<file path="src/rtl/pipeline_elastic_pkg.sv">
// Shared types and helpers for the pipeFlow elastic pipeline.
// Also carries the legacy pipeFlow depth macro for older blocks.
`ifndef pipeFlow
`define pipeFlow 5
`endif

package pipeFlow_pkg;

  typedef struct packed {
    logic valid;
    logic rdy;
  } pipe_ctl_t;

  // Width of a counter spanning 0..depth inclusive.
  function automatic int unsigned cnt_w(input int unsigned depth);
    return (depth < 1) ? 1 : $clog2(depth + 1);
  endfunction

endpackage

</file>
<file path="src/rtl/pipeline_elastic_pipe_stage.sv">
// One elastic pipeline stage: valid bit plus WIDTH-bit data register.
// Data is only overwritten when a valid slot arrives; flush clears valid only.
module pipe_stage #(
  parameter int unsigned WIDTH = 5
) (
  input  logic             clk_i,
  input  logic             reset_ni,
  input  logic             flush_i,
  input  logic             en_i,
  input  logic             valid_i,
  input  logic [WIDTH-1:0] data_i,
  output logic             valid_o,
  output logic [WIDTH-1:0] data_o
);

  logic             valid_q, valid_d;
  logic [WIDTH-1:0] data_q, data_d;

  always_comb begin
    valid_d = valid_q;
    data_d  = data_q;
    if (flush_i) begin
      valid_d = 1'b0;
    end else if (en_i) begin
      valid_d = valid_i;
      if (valid_i) data_d = data_i;
    end
  end

  always_ff @(posedge clk_i or negedge reset_ni) begin
    if (!reset_ni) begin
      valid_q <= 1'b0;
      data_q  <= '0;
    end else begin
      valid_q <= valid_d;
      data_q  <= data_d;
    end
  end

  assign valid_o = valid_q;
  assign data_o  = data_q;

endmodule

</file>
<file path="src/rtl/pipeline_elastic.sv">
// DEPTH-stage elastic valid/ready pipeline with bubble collapse, flush and occupancy count.
// Define PIPEFLOW_SKID_EN to add a one-entry skid so pipe_in_rdy comes straight from a flop.
module pipeline_elastic
  import pipeFlow_pkg::*;
#(
  parameter int unsigned WIDTH = 5,
  parameter int unsigned DEPTH = 5
) (
  input  logic                        clk_i,
  input  logic                        reset_ni,
  input  logic                        flush_i,
  input  logic [WIDTH-1:0]            input_val,
  input  logic                        pipe_in_valid,
  output logic                        pipe_in_rdy,
  output logic [WIDTH-1:0]            output_val,
  output logic                        pipe_out_valid,
  input  logic                        pipe_out_rdy,
`ifdef PIPEFLOW_SKID_EN
  output logic [cnt_w(DEPTH+1)-1:0]   count_o
`else
  output logic [cnt_w(DEPTH)-1:0]     count_o
`endif
);

`ifdef PIPEFLOW_SKID_EN
  localparam int unsigned CW = cnt_w(DEPTH + 1);
`else
  localparam int unsigned CW = cnt_w(DEPTH);
`endif

  logic             v    [DEPTH];
  logic [WIDTH-1:0] dat  [DEPTH];
  logic             up_v [DEPTH];
  logic [WIDTH-1:0] up_d [DEPTH];
  pipe_ctl_t        ctl  [DEPTH];
  logic             s0_valid;
  logic [WIDTH-1:0] s0_data;
  logic             in_xfer, out_xfer;
  logic [CW-1:0]    cnt_q, cnt_d;

  // Ready ripples back from the consumer; an empty stage is always ready.
  always_comb begin : ready_chain
    logic nxt;
    nxt = pipe_out_rdy;
    for (int unsigned i = 0; i < DEPTH; i++) begin
      ctl[DEPTH-1-i].valid = v[DEPTH-1-i];
      ctl[DEPTH-1-i].rdy   = !ctl[DEPTH-1-i].valid | nxt;
      nxt                  = ctl[DEPTH-1-i].rdy;
    end
  end

  always_comb begin
    up_v[0] = s0_valid;
    up_d[0] = s0_data;
    for (int unsigned i = 1; i < DEPTH; i++) begin
      up_v[i] = v[i-1];
      up_d[i] = dat[i-1];
    end
  end

  for (genvar k = 0; k < DEPTH; k++) begin : g_stage
    pipe_stage #(.WIDTH(WIDTH)) u_stage (
      .clk_i   (clk_i),
      .reset_ni(reset_ni),
      .flush_i (flush_i),
      .en_i    (ctl[k].rdy),
      .valid_i (up_v[k]),
      .data_i  (up_d[k]),
      .valid_o (v[k]),
      .data_o  (dat[k])
    );
  end

`ifdef PIPEFLOW_SKID_EN
  logic             skid_v_q, skid_v_d;
  logic [WIDTH-1:0] skid_d_q, skid_d_d;

  assign pipe_in_rdy = !skid_v_q & !flush_i;
  assign in_xfer     = pipe_in_valid & pipe_in_rdy;
  // A parked skid entry owns stage 0's input until it drains.
  assign s0_valid    = skid_v_q | pipe_in_valid;
  assign s0_data     = skid_v_q ? skid_d_q : input_val;

  always_comb begin
    skid_v_d = skid_v_q;
    skid_d_d = skid_d_q;
    if (flush_i) begin
      skid_v_d = 1'b0;
    end else if (skid_v_q) begin
      if (ctl[0].rdy) skid_v_d = 1'b0;
    end else if (in_xfer && !ctl[0].rdy) begin
      skid_v_d = 1'b1;
      skid_d_d = input_val;
    end
  end

  always_ff @(posedge clk_i or negedge reset_ni) begin
    if (!reset_ni) begin
      skid_v_q <= 1'b0;
      skid_d_q <= '0;
    end else begin
      skid_v_q <= skid_v_d;
      skid_d_q <= skid_d_d;
    end
  end
`else
  assign pipe_in_rdy = ctl[0].rdy & !flush_i;
  assign in_xfer     = pipe_in_valid & pipe_in_rdy;
  assign s0_valid    = pipe_in_valid;
  assign s0_data     = input_val;
`endif

  assign output_val     = dat[DEPTH-1];
  assign pipe_out_valid = ctl[DEPTH-1].valid & !flush_i;
  assign out_xfer       = pipe_out_valid & pipe_out_rdy;

  always_comb begin
    cnt_d = cnt_q;
    if (flush_i) begin
      cnt_d = '0;
    end else if (in_xfer && !out_xfer) begin
      cnt_d = cnt_q + 1'b1;
    end else if (out_xfer && !in_xfer) begin
      cnt_d = cnt_q - 1'b1;
    end
  end

  always_ff @(posedge clk_i or negedge reset_ni) begin
    if (!reset_ni) cnt_q <= '0;
    else           cnt_q <= cnt_d;
  end

  assign count_o = cnt_q;

endmodule

</file>
<file path="config.mk">
export PLATFORM = sky130hd
export DESIGN_NAME = pipeline_elastic
export DESIGN_NICKNAME = d
export VERILOG_FILES = /design/src/rtl/pipeline_elastic_pkg.sv /design/src/rtl/pipeline_elastic_pipe_stage.sv /design/src/rtl/pipeline_elastic.sv
export SDC_FILE = /design/constraint.sdc
export NUM_CORES = 1
export LEC_CHECK = 0
export ABC_AREA = 1
export ABC_CLOCK_PERIOD_IN_PS = 2300
export CAP_MARGIN = 0
export CORE_UTILIZATION = 30
export DETAILED_ROUTE_END_ITERATION = 10
export HOLD_SLACK_MARGIN = 0.02
export PLACE_DENSITY_LB_ADDON = 0.1
export SETUP_SLACK_MARGIN = 0.2
export SLEW_MARGIN = 10
export SYNTH_ARGS = -nofsm -noshare
export SYNTH_HDL_FRONTEND = slang
export SYNTH_HIERARCHICAL = 1
export SYNTH_SLANG_ARGS = --single-unit
</file>
<file path="constraint.sdc">
create_clock -name clk_i -period 2.3 [get_ports clk_i]
set_clock_uncertainty 0.15 [all_clocks]
set_input_delay 0.46 -clock clk_i [delete_from_list [all_inputs] [get_ports clk_i]]
set_output_delay 0.46 -clock clk_i [all_outputs]
set_load 0.05 [all_outputs]
</file>
# After elaboration in Yosys (flattened, before gate mapping)
# Index checks and enable logic that the tools add are counted.
[op_classes] reduce_logical=21 n_mux=13 n_bitwise=10 addsub=2
[ops] operator="$reduce_and A3 Y1" n=5
[ops] operator="$mux W1" n=10
[ops] operator="$reduce_bool A2 Y1" n=5
[ops] operator="$mux W3" n=3
[ops] operator="$logic_not A1 Y1" n=8
[ops] operator="$or A1 B1 Y1" n=5
[ops] operator="$and A1 B1 Y1" n=4
[ops] operator="$add A3 B1 Y3 const B" n=1
[ops] operator="$reduce_bool A3 Y1" n=1
[ops] operator="$sub A3 B1 Y3 const B" n=1
[ops] operator="$logic_and A1 B1 Y1" n=2
[ops] operator="$not A1 Y1" n=1
[totals] output_inout_bits=10 reg_bits=33 in_bits=10

# Longest topological paths before layout
# Gate-level depths: netlist of run 1.
[depth] ltp_word=13 depth_mapped=13 depth_no_buf=13

# Hierarchy
# The synthesis of run 1 kept the hierarchy.
[modules_own_cells] mod="pipe_stage" area_per_inst_um2=249.0 cells_each=25 n_inst=5 seq_area_each_um2=150.1
[modules_own_cells] mod="pipeline_elastic" area_per_inst_um2=309.0 cells_each=43 n_inst=1 seq_area_each_um2=75.1

# Least setup slack after synthesis of run 1
# OpenSTA, ideal clock, no wires.
[synth_path] path_kind="input to register" startpoint="in flush_i" endpoint="reg cnt_q[2] (netlist: count_o[2])" required_ps=2032 t_arrival_ps=2298 path_stages=11 slack_ps=-266 cell_sequence="nor2_1 nand2_1 inv_1 nor2_1 fa_1 xnor2_1 inv_1 nand2_1 nand2_1 nand2_1 nand2_1"
[synth_between] elab_chain_len=7 elab_cells_between_ends=12 classes_between="mux (2); bitwise (4); reduce/logical (6)"
[synth_rtl] item="from (decl)" line_no="pipeline_elastic.sv:11" rtl="input logic flush_i,"
[synth_rtl] item="$logic_not A1 Y1" line_no="pipeline_elastic.sv:107, pipeline_elastic.sv:114"
[synth_rtl] item="$and A1 B1 Y1" line_no="pipeline_elastic.sv:114" rtl="assign pipe_out_valid = ctl[DEPTH-1].valid & !flush_i;"
[synth_rtl] item="$and A1 B1 Y1" line_no="pipeline_elastic.sv:115" rtl="assign out_xfer = pipe_out_valid & pipe_out_rdy;"
[synth_rtl] item="$logic_not A1 Y1" line_no="pipeline_elastic.sv:121" rtl="end else if (in_xfer && !out_xfer) begin"
[synth_rtl] item="$logic_and A1 B1 Y1" line_no="pipeline_elastic.sv:121"
[synth_rtl] item="$mux W3" line_no="pipeline_elastic.sv:121"
[synth_rtl] item="$mux W3" line_no="pipeline_elastic.sv:119" rtl="if (flush_i) begin"
[synth_rtl] item="to (signal assigned)" line_no="pipeline_elastic.sv:130" rtl="else cnt_q <= cnt_d;"
[synth_rtl] item="to (decl)" line_no="pipeline_elastic.sv:39" rtl="logic [CW-1:0] cnt_q, cnt_d;"
# Several ways; a longest one is shown, not always the timed one.
# A chain may end at the register's enable or synchronous reset.

# Final worst setup path of run 1
[layout_path] startpoint="reg g_stage[4].u_stage.data_q[2]" endpoint="out output_val[2]"
[layout_lines] item="from (decl)" line_no="pipeline_elastic_pipe_stage.sv:17" rtl="logic [WIDTH-1:0] data_q, data_d;"
[layout_lines] item="from (signal assigned)" line_no="pipeline_elastic_pipe_stage.sv:36" rtl="data_q <= data_d;"
[layout_lines] item="to (decl)" line_no="pipeline_elastic.sv:15" rtl="output logic [WIDTH-1:0] output_val,"
# No word-level cell between the ends.

==> results of run 1 <==
[cells in the final DEF (no fill, tap or decap), drive strengths merged]
cell           Yosys  layout
xnor2              1       1
clkdlybuf4s50      0      12
a21oi              1       1
dlygate4sd2        0       3
nand2             69      69
nand3              8       8
dfrtp             33      33
inv               16      16
buf                0      21
fa                 1       1
bufinv             0       1
nand4             26      26
a31oi              1       1
o21ai              7       7
clkbuf             0       7
nor2               5       5
dlymetal6s2s       0       2
[timing repair]
action / CTS / global route
hold endpoints to repair: 0 / 0
pin swaps: 1 / 2
setup buffers: 1 / 2
gates resized for setup: 4 / 4
setup endpoints to repair: 3 / 4
[through the flow]
stage	std cells	utilization	TNS (ns)
3_3_place_gp	270	0.408	-0.162
6_report	281	0.439	0
3_5_place_dp	270	0.408	-0.179
5_1_grt	281	0.439	0
4_1_cts	279	0.433	0
2_1_floorplan	168	-	0
[final timing paths]
check	from	end	cells after the start	slack [ns]
max	g_stage[4].u_stage/data_o[2]$_DFFE_PN0P_	output_val[2]	1	0.25
min reg2reg	g_stage[4].u_stage/data_o[1]$_DFFE_PN0P_	g_stage[4].u_stage/data_o[1]$_DFFE_PN0P_	2	0.32
max in group asynchronous	reset_ni	g_stage[3].u_stage/valid_o$_DFFE_PN0P_	2	1.25
min in group asynchronous	reset_ni	g_stage[4].u_stage/data_o[0]$_DFFE_PN0P_	2	0.43
max reg2reg	g_stage[4].u_stage/valid_o$_DFFE_PN0P_	count_o[2]$_DFFE_PN0P_	12	0.36
min	g_stage[4].u_stage/data_o[1]$_DFFE_PN0P_	g_stage[4].u_stage/data_o[1]$_DFFE_PN0P_	2	0.32
[area by class of cell]
class	instances	area, um^2
fillers	483	2720
flip-flops and latches	33	827
multi-input cells	119	686
repair buffers	38	358
clock buffers	7	86.3
well taps	67	83.8
inverters	16	60.1
clock inverters	1	30.0
[synth_stat cells]
master,count,area share
sky130_fd_sc_hd__nor2_4,1,0.0072
sky130_fd_sc_hd__fa_1,1,0.013
sky130_fd_sc_hd__dfrtp_1,33,0.53
sky130_fd_sc_hd__inv_1,14,0.034
sky130_fd_sc_hd__nand3_4,7,0.079
sky130_fd_sc_hd__nand4_2,1,0.0081
sky130_fd_sc_hd__nand2_2,1,0.0040
sky130_fd_sc_hd__nand3_2,1,0.0064
sky130_fd_sc_hd__o21ai_0,5,0.016
sky130_fd_sc_hd__nand4_1,25,0.10
sky130_fd_sc_hd__a31oi_1,1,0.0040
sky130_fd_sc_hd__a21oi_2,1,0.0056
sky130_fd_sc_hd__o21ai_1,2,0.0064
sky130_fd_sc_hd__inv_2,2,0.0048
sky130_fd_sc_hd__xnor2_1,1,0.0056
sky130_fd_sc_hd__nand2_1,68,0.16
sky130_fd_sc_hd__nor2_1,4,0.0097
[state kept, by name, summed over array words and instances (netlist names)]
name	count
count_o	3
g_stage.u_stage/data_o	25
g_stage.u_stage/valid_o	5
[layer usage]
layer,global-route usage,wire length [um],vias up
li1,-,-,659
met1,0.164,1420,609
met2,0.242,1640,20
met3,0.0366,105,4
met4,0.0641,51,0
met5,0,0,-
[power by group]
group / internal [uW] / switching (uW)
sequential: 661 / 49.0
combinational: 105 / 163
clock: 353 / 204
total: 1120 / 416
[cell families (layout without fill, tap and decap cells)]
kind of cell    count (synthesis)  after routing  synth area share
simple gates                  108            108             0.379
flops                          33             33             0.531
xor+xnor                        1              1           0.00564
buf+inv                        16             62            0.0386
compound gates                  9              9            0.0322
fa+ha+maj                       1              1            0.0129
==> results.json, run 1 <==
{
  "final_hold_viol_count": 0,
  "diodes": 0,
  "core_area_um2": 4850,
  "routed_wire_length_per_instance_um": 11.4,
  "critPathSlowestCell": "sky130_fd_sc_hd__clkdlybuf4s50_1",
  "syn_inst_count": 168,
  "die-area_um2": 5470,
  "ys_seq_area_frac": 0.531,
  "initial_core_util": 0.321,
  "total_cell_area_at_the_placement_stage_um2": 1980,
  "pre_cts_ws_ns": -0.179,
  "post_synth_num_cell_types": 17,
  "finalSetupViolations": 0,
  "power.density_nw_per_um2": 721,
  "hold_class": "reg -> reg",
  "crit_chain": "clkdlybuf4s50_1",
  "vdd_drop_max_mv": 0.234,
  "wl_um": 3210,
  "largest_delay_contributor_family_on_the_critical_path": "buffers and inverters",
  "critical_path.max_fanout": 2,
  "track_usage": 0.141,
  "critPathCaptureType": "output pin",
  "syn-cell-area_um2": 1550,
  "tritoncts_num_sinks": 33,
  "run_status": "completed",
  "die_width_um": 74.0,
  "criticalPathCategory": "reg -> out",
  "layout-area-overhead-vs-synth_pct": 37.1,
  "detailroute.via_count": 1292,
  "htree_num_levels": 2,
  "period_minus_slack_ns": 2.05,
  "portBuffers": 19,
  "power.leakage_uw": 0.00107,
  "cts_tree": "yes",
  "pin_count": 20,
  "layout-drive-gt1-share": 0.215,
  "post-route-worst-setup-slack_ns": 0.252,
  "drtIter0Drc": 56,
  "clk_transition_reported_paths_ns": 0.07,
  "cts-buffers-inserted": 5,
  "cts_root_buf": "sky130_fd_sc_hd__clkbuf_8",
  "initial_antenna_violation_count": 0,
  "arrival_ns": 1.44,
  "pin_count_of_the_biggest_net_entering_global_routing": 34,
  "worstPathRequired_ns": 1.69,
  "ys_ff_latch": 33,
  "dr.pass1.iters": 4,
  "hpwlAfterDp_um": 2360,
  "maxSlewHeadroom": 0.653,
  "grt_overflow_total": 0,
  "fin_crit_sh": 0.891,
  "floorplan.die.height_um": 74.0,
  "worstSkewPairLatency_ns": 0.28,
  "gp_congestion": 0.703,
  "start_kind": "register",
  "yosys_warnings": 6,
  "timing.critical_path.buf_inv": 1,
  "routed_via_density": 4.60,
  "drt.antenna.violating_nets": 0,
  "cts-hold-fix-buffers": 0,
  "fin_total_pwr_uw": 1540,
  "achievable-frequency_mhz": 488,
  "syn-num-nets": 179,
  "row_count": 25,
  "avgSynthCellArea_um2": 9.25,
  "final_nets": 224,
  "slew_violations": 0,
  "maxCapViolations": 0,
  "cts.path.max_buffers": 2,
  "worst-slew-pin-transition_ns": 0.519,
  "rsz0062_at_grt": "false",
  "fin_area_um2": 2130,
  "first_global_vias": 1309,
  "global_route_wire_length_before_repair_um": 5760,
  "worst_path_largest_cell_delay_ns": 0.80,
  "whs_ns": 0.322,
  "drt_drc_violations_left": 0
}
Power figures use the tool's default switching activity.
==> run 2: changes to the inputs <==
- PLACE_DENSITY: unset -> 0.6
- PLACE_DENSITY_LB_ADDON: 0.1 -> unset
==> run 2 against run 1 <==
Compared with the run above:
- worst setup slack about the same
- non-clock buffer count did not move
- critical path depth did not move
- via count down 1.9%
- combinational power is essentially flat
- final cell count unchanged
- critical endpoint is now output_val[1]
- power decreased by 8.3%
- sequential share of layout area is 0.25 points higher
- first-iteration DRC count shrank 61%
- core utilization shrank 0.28 points
- fmax about the same
==> results.json, run 2 (same netlist as run 1, synthesis figures left out) <==
{
  "layout-drive-gt1-share": 0.224,
  "drt.antenna.violating_nets": 0,
  "final_core_utilization": 0.437,
  "layout-area-overhead-vs-synth_pct": 36.2,
  "vdd_drop_max_mv": 0.296,
  "wl_um": 2970,
  "finalSetupViolations": 0,
  "portBuffers": 19,
  "timing.critical_path.buf_inv": 1,
  "floorplan.die.height_um": 74.0,
  "dr.pass1.iters": 4,
  "final_nets": 224,
  "cts-hold-fix-buffers": 0,
  "achievable-frequency_mhz": 488,
  "cts-buffers-inserted": 5,
  "htree_num_levels": 2,
  "worstSkewPairLatency_ns": 0.29,
  "critical_path.max_fanout": 2,
  "drt_drc_violations_left": 0,
  "drtIter0Drc": 22,
  "rsz0062_at_grt": "false",
  "critPathCaptureType": "output pin",
  "pin_count": 20,
  "critPathSlowestCell": "sky130_fd_sc_hd__clkdlybuf4s50_1",
  "power.density_nw_per_um2": 665,
  "detailroute.via_count": 1268,
  "run_status": "completed",
  "worstPathRequired_ns": 1.69,
  "largest_delay_contributor_family_on_the_critical_path": "buffers and inverters",
  "cts_root_buf": "sky130_fd_sc_hd__clkbuf_8",
  "start_kind": "register",
  "maxSlewHeadroom": 0.669,
  "mostFrequentLayoutCells": "68 x sky130_fd_sc_hd__nand2_1, 32 x sky130_fd_sc_hd__dfrtp_1, 25 x sky130_fd_sc_hd__nand4_1",
  "global_route_wire_length_before_repair_um": 5330,
  "row_count": 25,
  "initial_antenna_violation_count": 0,
  "worst_path_largest_cell_delay_ns": 0.80,
  "crit_chain": "clkdlybuf4s50_1",
  "first_global_vias": 1216,
  "maxCapViolations": 0,
  "period_minus_slack_ns": 2.05,
  "criticalPathCategory": "reg -> out",
  "pre_cts_ws_ns": -0.153,
  "cts.path.max_buffers": 2,
  "largest_register_ffs": 25,
  "hpwlAfterDp_um": 2140,
  "clk_transition_reported_paths_ns": 0.07,
  "fin_crit_sh": 0.891,
  "slew_violations": 0,
  "die-area_um2": 5470,
  "die_width_um": 74.0,
  "diodes": 0,
  "routed_via_density": 4.51,
  "total_cell_area_at_the_placement_stage_um2": 1980,
  "track_usage": 0.132,
  "hold_class": "reg -> reg",
  "regToRegSetupSlack_ns": 0.33,
  "grt_overflow_total": 0,
  "arrival_ns": 1.44,
  "mostFrequentLayoutCell": "sky130_fd_sc_hd__nand2_1",
  "core_area_um2": 4850,
  "fillCellCount": 486,
  "tritoncts_num_sinks": 33,
  "cts_tree": "yes",
  "pin_count_of_the_biggest_net_entering_global_routing": 34,
  "worst-slew-pin-transition_ns": 0.496,
  "fin_area_um2": 2120,
  "power.leakage_uw": 0.00104,
  "gp_congestion": 0.706,
  "post-route-worst-setup-slack_ns": 0.252,
  "initial_core_util": 0.321,
  "final_hold_viol_count": 0,
  "routed_wire_length_per_instance_um": 10.6
}
==> run 2: cell types whose count changed in the layout (fill, tap and decap cells not counted) <==
| cell | before | now |
|---|---|---|
| sky130_fd_sc_hd__clkinv_2 | 0 | 2 |
| sky130_fd_sc_hd__a31oi_1 | 1 | 0 |
| sky130_fd_sc_hd__a31oi_4 | 0 | 1 |
| sky130_fd_sc_hd__buf_4 | 18 | 17 |
| sky130_fd_sc_hd__buf_6 | 1 | 2 |
| sky130_fd_sc_hd__bufinv_16 | 1 | 0 |
| sky130_fd_sc_hd__clkbuf_1 | 1 | 0 |
| sky130_fd_sc_hd__clkbuf_8 | 6 | 5 |
| sky130_fd_sc_hd__clkdlybuf4s50_1 | 12 | 13 |
| sky130_fd_sc_hd__clkinvlp_4 | 0 | 1 |
| sky130_fd_sc_hd__dlymetal6s2s_1 | 2 | 1 |
==> run 2: worst paths after layout <==
check / startpoint / to / cells after the start
setup / recovery: g_stage[4].u_stage/data_o[1]$_DFFE_PN0P_ / output_val[1] / 1
hold / removal: g_stage[2].u_stage/data_o[3]$_DFFE_PN0P_ / g_stage[2].u_stage/data_o[3]$_DFFE_PN0P_ / 2
setup reg to reg: g_stage[3].u_stage/valid_o$_DFFE_PN0P_ / count_o[2]$_DFFE_PN0P_ / 13
hold reg to reg: g_stage[2].u_stage/data_o[3]$_DFFE_PN0P_ / g_stage[2].u_stage/data_o[3]$_DFFE_PN0P_ / 2
max in group asynchronous: reset_ni / g_stage[3].u_stage/valid_o$_DFFE_PN0P_ / 2
min in group asynchronous: reset_ni / count_o[1]$_DFFE_PN0P_ / 2
==> run 2: what timing repair did <==
action	CTS	global route
endpoints found under the setup margin	3	3
gates resized for setup	6	3
pin swaps	1	2
buffers inserted	1	2
==> run 2: cell type report <==
cell class,instances,area (um^2),area share
Timing Repair Buffer,38,359,0.170
Clock buffer,5,68.8,0.0325
Multi-Input combinational cell,119,701,0.331
Clock inverter,3,17.5,0.00827
Tap cell,67,83.8,0.0396
Sequential cell,33,827,0.391
Inverter,16,60.1,0.0284
==> run 2: per-stage QoR <==
stage               cells  TNS, ns  total power, uW  hold WS, ns
floorplan             168        0              874       0.0144
global placement      270   -0.132              977        0.303
detailed placement    270   -0.153              982        0.308
CTS                   279        0             1420        0.327
global route          281        0             1480        0.350
finish                281        0             1410        0.319
==> run 2: where the power goes <==
group / total, uW / switching, uW / internal (uW) / leakage [uW]
registers: 706 / 45.0 / 661 / 0.000435
logic: 268 / 161 / 107 / 0.000558
clock network: 434 / 226 / 209 / 0.0000439
total: 1410 / 432 / 976 / 0.00104
==> run 2: layer usage <==
metal | vias to the layer above | part of all wire | GRT usage
met5 | - | 0 | 0
met4 | 0 | 0.021 | 0.0641
met3 | 5 | 0.046 | 0.0447
met2 | 28 | 0.47 | 0.218
met1 | 578 | 0.46 | 0.154
li1 | 657 | - | -
==> run 3: changes to the inputs <==
- ABC_AREA: 1 -> unset
- TNS_END_PERCENT: unset -> 1
==> run 3 against run 2 <==
Compared with the run above:
- via count shrank 21%
- global-route usage shrank 2.0 points
- first-iteration DRC count grew 150%
- synthesized cell count shrank 35%
- worst hold slack gained 0.041 ns
- routed wire length shrank 4.9%
- sequential share of layout area shrank 1.5 points
- fmax shrank 2.8%
- critical path depth grew 7
- clock power shrank 1%
- largest power group unchanged
- highest routed layer unchanged
==> results.json, run 3 <==
{
  "run_status": "completed",
  "post_synth_num_cell_types": 26,
  "power.leakage_uw": 0.00109,
  "floorplan.die.height_um": 75.4,
  "area_of_the_multi_input_gates_um2": 828,
  "synthDominantCellAreaShare": 0.512,
  "routed_wire_length_per_instance_um": 12.6,
  "largest_register_ffs": 25,
  "die-area_um2": 5680,
  "track_usage": 0.112,
  "post-route-worst-setup-slack_ns": 0.193,
  "r2r_start": "g_stage[4].u_stage/valid_o$_DFFE_PN0P_",
  "htree_num_levels": 2,
  "synth_enable_flop_cells": 0,
  "clk_transition_reported_paths_ns": 0.06,
  "syn-cell-area_um2": 1610,
  "die_width_um": 75.4,
  "fillCellCount": 496,
  "initial_antenna_violation_count": 0,
  "placedCellCount": 210,
  "slew_violations": 0,
  "pre_cts_ws_ns": -0.440,
  "final-seq-area_um2": 826,
  "achievable-frequency_mhz": 475,
  "critical_path.max_fanout": 2,
  "drtIter0Drc": 54,
  "core_area_um2": 5140,
  "grt_overflow_total": 0,
  "yosys_warnings": 6,
  "synth_top_area_cell": "sky130_fd_sc_hd__dfrtp_1",
  "tritoncts_num_sinks": 33,
  "mostFrequentLayoutCell": "sky130_fd_sc_hd__dfrtp_1",
  "crit_chain": "clkdlybuf4s50_1, nand2_2, nor2_2, fa_2, buf_4, nor4b_1, o21ai_1, o311ai_4",
  "arrival_ns": 2.10,
  "layout-area-overhead-vs-synth_pct": 36.2,
  "hpwlAfterDp_um": 1900,
  "criticalPathCategory": "in -> reg",
  "fin_crit_sh": 0.916,
  "synth_top_cells_by_area": "sky130_fd_sc_hd__dfrtp_1 51%, sky130_fd_sc_hd__mux2_4 23%, sky130_fd_sc_hd__nand3b_4 6.2%, sky130_fd_sc_hd__mux2i_1 3.1%, sky130_fd_sc_hd__nor2_1 2.6%",
  "start_kind": "input port",
  "dr.pass1.iters": 4,
  "avgSynthCellArea_um2": 14.7,
  "critPathSlowestCell": "sky130_fd_sc_hd__clkdlybuf4s50_1",
  "first_global_vias": 1027,
  "fin_tns_setup_ns": 0,
  "portBuffers": 19,
  "yosysMostFrequentCell": "sky130_fd_sc_hd__dfrtp_1",
  "cts.path.max_buffers": 2,
  "power.density_nw_per_um2": 739,
  "rsz0062_at_grt": "true",
  "row_count": 26,
  "syn-num-nets": 121,
  "worstSkewPairLatency_ns": 0.28,
  "period_minus_slack_ns": 2.11,
  "mostFrequentLayoutCells": "33 x sky130_fd_sc_hd__dfrtp_1, 26 x sky130_fd_sc_hd__mux2_4, 20 x sky130_fd_sc_hd__buf_4",
  "gp_congestion": 0.707,
  "final_nets": 165,
  "ys_seq_area_frac": 0.512,
  "ys_ff_latch": 33,
  "worst_path_largest_cell_delay_ns": 0.46,
  "hold_class": "reg -> reg",
  "worstPathRequired_ns": 2.29,
  "maxCapViolations": 0,
  "cts-hold-fix-buffers": 0,
  "critPathCaptureType": "register",
  "pin_count": 20,
  "detailroute.via_count": 997,
  "maxSlewHeadroom": 0.660,
  "initial_core_util": 0.314,
  "cts_tree": "yes",
  "drt.antenna.violating_nets": 0,
  "largest_delay_contributor_family_on_the_critical_path": "buffers and inverters",
  "ys_dominant_reg_cell": "sky130_fd_sc_hd__dfrtp_1",
  "cts_root_buf": "sky130_fd_sc_hd__clkbuf_8",
  "hold_start": "g_stage[4].u_stage/data_o[3]$_DFFE_PN0P_",
  "layout-drive-gt1-share": 0.487,
  "cts-buffers-inserted": 5,
  "timing.critical_path.buf_inv": 2,
  "routed_via_density": 4.45,
  "global_route_wire_length_before_repair_um": 4660,
  "syn_inst_count": 110,
  "diodes": 0,
  "drt_drc_violations_left": 0,
  "pin_count_of_the_biggest_net_entering_global_routing": 34,
  "worst-slew-pin-transition_ns": 0.510,
  "final_hold_viol_count": 0,
  "synth-async-reset-ratio": 1.00,
  "layoutNonFillerInstCount": 224,
  "wl_um": 2830,
  "vdd_drop_max_mv": 0.328,
  "post_synth_most_frequent_cells": "33 x sky130_fd_sc_hd__dfrtp_1, 25 x sky130_fd_sc_hd__mux2_4, 11 x sky130_fd_sc_hd__nor2_1",
  "cp-startpoint": "pipe_in_valid",
  "finalSetupViolations": 0
}
-- run 3: worst register-to-register path, cell delays in order, from the launching register on --
cell and delay, ns:
sky130_fd_sc_hd__dfrtp_1 0.37, sky130_fd_sc_hd__and3b_2 0.23, sky130_fd_sc_hd__a21oi_4 0.07, sky130_fd_sc_hd__nand2_2 0.06
sky130_fd_sc_hd__nor2_2 0.04, sky130_fd_sc_hd__fa_2 0.37, sky130_fd_sc_hd__buf_4 0.15, sky130_fd_sc_hd__nor4b_1 0.13
sky130_fd_sc_hd__o21ai_1 0.25, sky130_fd_sc_hd__o311ai_4 0.14
-- run 3: final timing paths --
kind                                                       endpoint  slack (ns)  cells after the start
min in group asynchronous    g_stage[3].u_stage/valid_o$_DFFE_PN0P_        0.43                      2
min                        g_stage[4].u_stage/data_o[3]$_DFFE_PN0P_        0.36                      1
max                                          count_o[2]$_DFFE_PN0P_        0.19                      8
min reg2reg                g_stage[4].u_stage/data_o[3]$_DFFE_PN0P_        0.36                      1
max in group asynchronous  g_stage[0].u_stage/data_o[2]$_DFFE_PN0P_        1.26                      2
max reg2reg                                  count_o[2]$_DFFE_PN0P_        0.20                      9
-- run 3: timing repair --
action / CTS / global route
gates resized for setup: 10 / 13
pin swaps: 7 / 3
setup buffers: 6 / 1
setup endpoints to repair: 4 / 6
hold endpoints to repair: 0 / 0
-- run 3: per-stage QoR --
step | hold slack [ns] | area, um^2 | utilization | total power [uW]
floorplan | 0.0144 | 1620 | - | 1050
global placement | 0.345 | 2000 | 0.389 | 1160
detailed placement | 0.350 | 2000 | 0.389 | 1180
CTS | 0.365 | 2150 | 0.419 | 1640
global route | 0.382 | 2200 | 0.428 | 1710
finish | 0.360 | 2200 | 0.428 | 1620
-- run 3: final cells by class --
| class | count | area share |
|---|---|---|
| Sequential cell | 33 | 0.376 |
| Timing Repair Buffer | 39 | 0.163 |
| Inverter | 3 | 0.00569 |
| Tap cell | 70 | 0.0398 |
| Multi-Input combinational cell | 72 | 0.377 |
| Clock buffer | 7 | 0.0393 |
-- run 3: per-layer routing --
metal	part of all wire	GRT usage	routed length, um
met3	0.032	0.0278	91
met5	0	0	0
met1	0.47	0.139	1340
met2	0.47	0.179	1330
met4	0.024	0.0679	67
-- run 3: power breakdown --
group / switching (uW) / internal (uW) / total [uW]
combinational: 157 / 256 / 413
clock: 192 / 237 / 429
sequential: 75.5 / 707 / 782
total: 424 / 1200 / 1620
-- run 3: logic make-up after synthesis --
group,count (synthesis),synth area share
muxes,32,0.278
and+or+nand+nor,30,0.143
AOI/OAI and AO/OA,9,0.0380
buffers and inverters,5,0.0171
adders and majority gates,1,0.0124
DFF,33,0.512
